[config.mk]
export PLATFORM = sky130hd
export DESIGN_NAME = fram_hd_tx
export DESIGN_NICKNAME = d
export VERILOG_FILES = /design/src/rtl/fram_hd_tx.sv
export SDC_FILE = /design/constraint.sdc
export NUM_CORES = 1
export LEC_CHECK = 0
export CORE_MARGIN = 2
export CORE_UTILIZATION = 55
export DETAILED_ROUTE_END_ITERATION = 10
export PLACE_DENSITY_LB_ADDON = 0.1
export REMOVE_ABC_BUFFERS = 1
export SLEW_MARGIN = 10
export SYNTH_ARGS = -nofsm -noshare
export SYNTH_HDL_FRONTEND = slang
export SYNTH_SLANG_ARGS = --single-unit
[constraint.sdc]
create_clock -name clk -period 4.43 [get_ports clk]
set_clock_uncertainty 0.1 [all_clocks]
set_input_delay 0.6645 -clock clk [delete_from_list [all_inputs] [get_ports clk]]
set_output_delay 0.6645 -clock clk [all_outputs]
set_load 0.1 [all_outputs]
[src/rtl/fram_hd_tx.sv]
// Frame-head transmitter: periodic head pulse locked to an internal sync, with flywheel.
// Define FRAM_HD_TX_REALIGN_EN to enable sync checking, miss counting, realign and head guard.
module fram_hd_tx #(
  parameter logic [25:0] FRAM_MAX = 26'd4915199,
  parameter int          HD_WIDTH = 8,
  parameter int          MISS_MAX = 3
) (
  input  logic        clk,
  input  logic        rst,
  input  logic        i_en,
  input  logic        i_sync_hd,
  output logic        o_fram_hd,
  output logic        o_hd_pulse,
  output logic [25:0] o_fram_cnt,
  output logic        o_locked
);

  generate
    if (HD_WIDTH < 2 || 26'(HD_WIDTH) > FRAM_MAX - 26'd2) begin : g_bad_hd_width
      $error("fram_hd_tx: HD_WIDTH out of range");
    end
    if (MISS_MAX < 1 || MISS_MAX > 15) begin : g_bad_miss_max
      $error("fram_hd_tx: MISS_MAX out of range");
    end
  endgenerate

  localparam logic [25:0] HD_W = 26'(HD_WIDTH);

  typedef enum logic [1:0] {IDLE, WAIT_SYNC, RUN} state_t;

  state_t      state_reg, state_next;
  logic [25:0] cnt_reg, cnt_next;
  logic        run_next;
  logic        hd_next;
  logic        pulse_next;
  logic        locked_next;

`ifdef FRAM_HD_TX_REALIGN_EN
  localparam logic [3:0] MISS_M = 4'(MISS_MAX);

  logic [3:0] miss_reg, miss_next;
  logic [1:0] guard_reg, guard_next;
`endif

  always_comb begin
    state_next = state_reg;
    cnt_next   = '0;
`ifdef FRAM_HD_TX_REALIGN_EN
    miss_next  = '0;
    guard_next = '0;
`endif
    case (state_reg)
      IDLE: begin
        if (i_en) state_next = WAIT_SYNC;
      end
      WAIT_SYNC: begin
        if (i_sync_hd) state_next = RUN;
      end
      RUN: begin
        cnt_next = (cnt_reg == FRAM_MAX) ? '0 : cnt_reg + 26'd1;
`ifdef FRAM_HD_TX_REALIGN_EN
        miss_next  = miss_reg;
        guard_next = (guard_reg != 2'd0) ? guard_reg - 2'd1 : 2'd0;
        if (i_sync_hd) begin
          if (cnt_reg == FRAM_MAX) begin
            miss_next = '0;
          end else if (miss_reg == MISS_M - 4'd1) begin
            // Realign: restart the frame; if a head is already on the line,
            // hold it low two cycles so the receiver sees a fresh edge.
            cnt_next   = '0;
            miss_next  = '0;
            guard_next = o_fram_hd ? 2'd2 : 2'd0;
          end else begin
            miss_next = miss_reg + 4'd1;
          end
        end
`endif
      end
      default: state_next = IDLE;
    endcase

    // Disable overrides everything, including a coincident sync.
    if (!i_en) begin
      state_next = IDLE;
      cnt_next   = '0;
`ifdef FRAM_HD_TX_REALIGN_EN
      miss_next  = '0;
      guard_next = '0;
`endif
    end

    run_next   = (state_next == RUN);
    pulse_next = run_next && (cnt_next == 26'd0);
`ifdef FRAM_HD_TX_REALIGN_EN
    hd_next     = run_next && (cnt_next < HD_W) && (guard_next == 2'd0);
    locked_next = run_next && (miss_next == 4'd0);
`else
    hd_next     = run_next && (cnt_next < HD_W);
    locked_next = run_next;
`endif
  end

  always_ff @(posedge clk) begin
    if (rst) begin
      state_reg  <= IDLE;
      cnt_reg    <= '0;
      o_fram_hd  <= 1'b0;
      o_hd_pulse <= 1'b0;
      o_locked   <= 1'b0;
`ifdef FRAM_HD_TX_REALIGN_EN
      miss_reg   <= '0;
      guard_reg  <= '0;
`endif
    end else begin
      state_reg  <= state_next;
      cnt_reg    <= cnt_next;
      o_fram_hd  <= hd_next;
      o_hd_pulse <= pulse_next;
      o_locked   <= locked_next;
`ifdef FRAM_HD_TX_REALIGN_EN
      miss_reg   <= miss_next;
      guard_reg  <= guard_next;
`endif
    end
  end

  assign o_fram_cnt = cnt_reg;

endmodule
==> summary.md <==
| Metric | Value |
|---|---|
| Status | finished, final reports clean |
| Adder-cell share of the synthesized area | 0.7163% |
| Slew margin rel. | 33.97% |
| TNS Setup | 0 ns |
| Clk slew on worst S/H paths | 0.10 ns |
| Vias per inst | 5.718 |
| Max incr delay on CP | 1.22 ns |
| Compound-Gate Fraction of Synth Area | 10.46% |
| GR Util All Layers | 26.18% |
| Number of cells on the critical path | 1 |
| Syn-to-layout area delta | 24.21% |
| Leak | 0.6903 nW |
| Mapped Area | 1747 sq um |
| Final setup violation count | 0 |
| Number of top-level pins | 33 |
| Num CTS Buffers | 5 |
| CP Cell Sequence | clkdlybuf4s50_1 |
| CP Data Required Time | 3.67 ns |
| PostCTS Resize Cnt | 0 |
| Initial core utilization | 57.69% |
| Syn Area/Cell | 8.520 sq um |
| Via count | 1601 |
| GRT overflow | 0 |
| Yosys warning total | 0 |
| TritonRoute pass-1 iters | 5 |
| Yosys reg bits | 31 |
| Final Hold Viols | 0 |
| Max Fclk | 343.2 MHz |
| Clock Sinks | 31 |
| H-tree levels | 2 |
| Diode count | 0 |
| TritonCTS clock tree | yes |
| Hold-fix buffers at CTS | 0 |
| Fraction of registers with async set/reset | 0% |
| Synth Instances | 205 |
| Port buffer count | 32 |
| Starting DRT DRC Count | 110 |
| R2r setup slk | 1.60 ns |
| Area share of the largest cell type after synthesis | 35.53% |
| Largest net degree at the start of global routing | 27 |
| Worst setup EP type | output pin |
| Die Y | 60.36 microns |
| Largest family of logic cells by synthesized area | simple AND/OR/NAND/NOR gates |
| Min Tclk post-route | 2.914 ns |
| Detail Placement HPWL | 3.057 mm |
| Buf/Inv on CP | 1 |
| WHS Path Cells | 1 |
| Post-synth EDFFs | 0 |
| Setup Crit Path Kind | flop to output pin |
| GP Congestion | 0.8267 |
| Maximum VDD drop | 0.1757 mV |
| Initial antenna violation count | 0 |
| Vias in the first global route | 1447 |
| Area contributors post-synth | dfxtp_1, xnor2_1, nor2_1 |
| Mux contribution to synthesized area | 1.719% |
| Pwr dens | 244.6 nW/um^2 |
| Post-Layout Cell Count | 280 |
| RSZ-0062 raised after global routing | false |
| Max Buffers Root-to-Sink | 2 |
| Clk Latency, worst-skew pair | 0.34 ns |
| DRC Markers | 0 |
| Cell family with most CP delay | buffers and inverters |
| Die ar. | 3643 sq um |
| Wire length of the first global-routing pass | 7.038 mm |
| Post-Synth XOR/XNOR Area | 12.03% |
| # placed instances | 272 |
| Distinct cells, synth | 39 |
| Core area | 3028 sq um |
| Final Max Slew Viols | 0 |
| CP max FO | 11 |
| Worst Path Arrival | 2.15 ns |
| Root Driver | clkbuf_4 |
| Die Width | 60.36 microns |
| Reg2Reg Depth | 6 |
| Final Net Count | 240 |
| Least-Margin Pin Slew | 0.9874 ns |
| Routed wire length | 4.204 mm |
| Post-CTS Setup Inserts | 0 |
| Worst Hold Class | flop to flop |
| Ratio of cells with drive above 1 in the final layout | 7.627% |
| Avg WL per Cell | 15.01 microns |
| Tcrit/Tclk final | 65.78% |
| # rows | 20 |
| Synth area leader | dfxtp_1 |
| Worst path slowest cell | clkdlybuf4s50_1 |
| Crit start category | flop |
| Largest register FFs | 26 |
| Post-synth top flop | dfxtp_1 |
| Post-synthesis sequential area ratio | 35.53% |
| Max-cap violation count | 0 |
| ANT nets after route | 0 |
| Post-Synth Simple-Gate Area | 36.46% |
[per-layer routing]
layer  track usage, %  part of all wire, %  vias to the layer above
li1                 -                    -                      800
met1            35.45                   47                      753
met2            40.84                   47                       43
met3            7.249                  4.4                        5
met4            7.937                  1.2                        0
met5                0                    0                        -
[cell usage after synthesis, types with 5 or more instances]
cell,n
nand3_1,8
clkbuf_1,5
nor2_1,38
and4_1,9
xor2_1,7
nand4_1,10
a21oi_1,5
nand2_1,13
dfxtp_1,31
xnor2_1,17
[logic make-up (layout without fill, tap and decap cells)]
kind of cell / Yosys count / count (layout)
adders and majority gates: 1 / 1
and+or+nand+nor: 109 / 109
DFF: 31 / 31
xor gates and xnor gates: 24 / 24
buffers and inverters: 13 / 44
AOI/OAI and AO/OA: 24 / 24
muxes: 3 / 3
[per-stage QoR]
| stage | power [mW] | utilization (%) | hold slack [ns] | area [sq um] | setup slack [ns] |
|---|---|---|---|---|---|
| final | 0.5307 | 71.65 | 0.3501 | 2170 | 1.516 |
| after global routing | 0.5486 | 71.65 | 0.3726 | 2170 | 1.386 |
| after CTS | 0.5357 | 71.65 | 0.3566 | 2170 | 1.508 |
| after detailed placement | 0.3023 | 68.80 | 0.3392 | 2083 | 1.466 |
| after global placement | 0.3021 | 68.80 | 0.3176 | 2083 | 1.477 |
| after floorplan | 0.2966 | - | 0.3078 | 1708 | 1.306 |
[report_power, final]
group          internal, mW  leakage [nW]  total (mW)  switching (mW)
clock network         0.133        0.0482       0.235           0.102
registers             0.280         0.250       0.281        0.000820
logic               0.00543         0.392      0.0150         0.00953
total                 0.419         0.690       0.531           0.112
[final cells by class]
class                   instances  area, sq um
repair buffers                 32        320.3
well taps                      44        55.05
clock inverters                 2        35.03
multi-input cells             161         1072
flip-flops and latches         31        620.6
clock buffers                   6        51.30
fillers                       240        858.3
inverters                       4        15.01
[final timing paths]
path	startpoint	to
worst max register to register	o_fram_cnt[0]	o_fram_cnt[24]
worst min-delay path	state_reg[1]	state_reg[0]
worst max-delay path	o_fram_cnt[5]	o_fram_cnt[5]
worst min register to register	state_reg[1]	state_reg[0]
[placed cells by master, fill, tap and decap left out, drive strengths merged, types with 3 or more instances in the layout]
master,count
nor3,5
xnor2,17
inv,4
a211oi,4
nand3,9
nand2b,4
and4,9
mux2i,3
nor2,38
xor2,7
clkbuf,6
clkdlybuf4s50,32
dfxtp,31
o21ai,3
and2,4
nor4,4
o31ai,3
nand4,12
a21oi,5
and3,4
nand2,13
(Power assumes the default switching activity.)
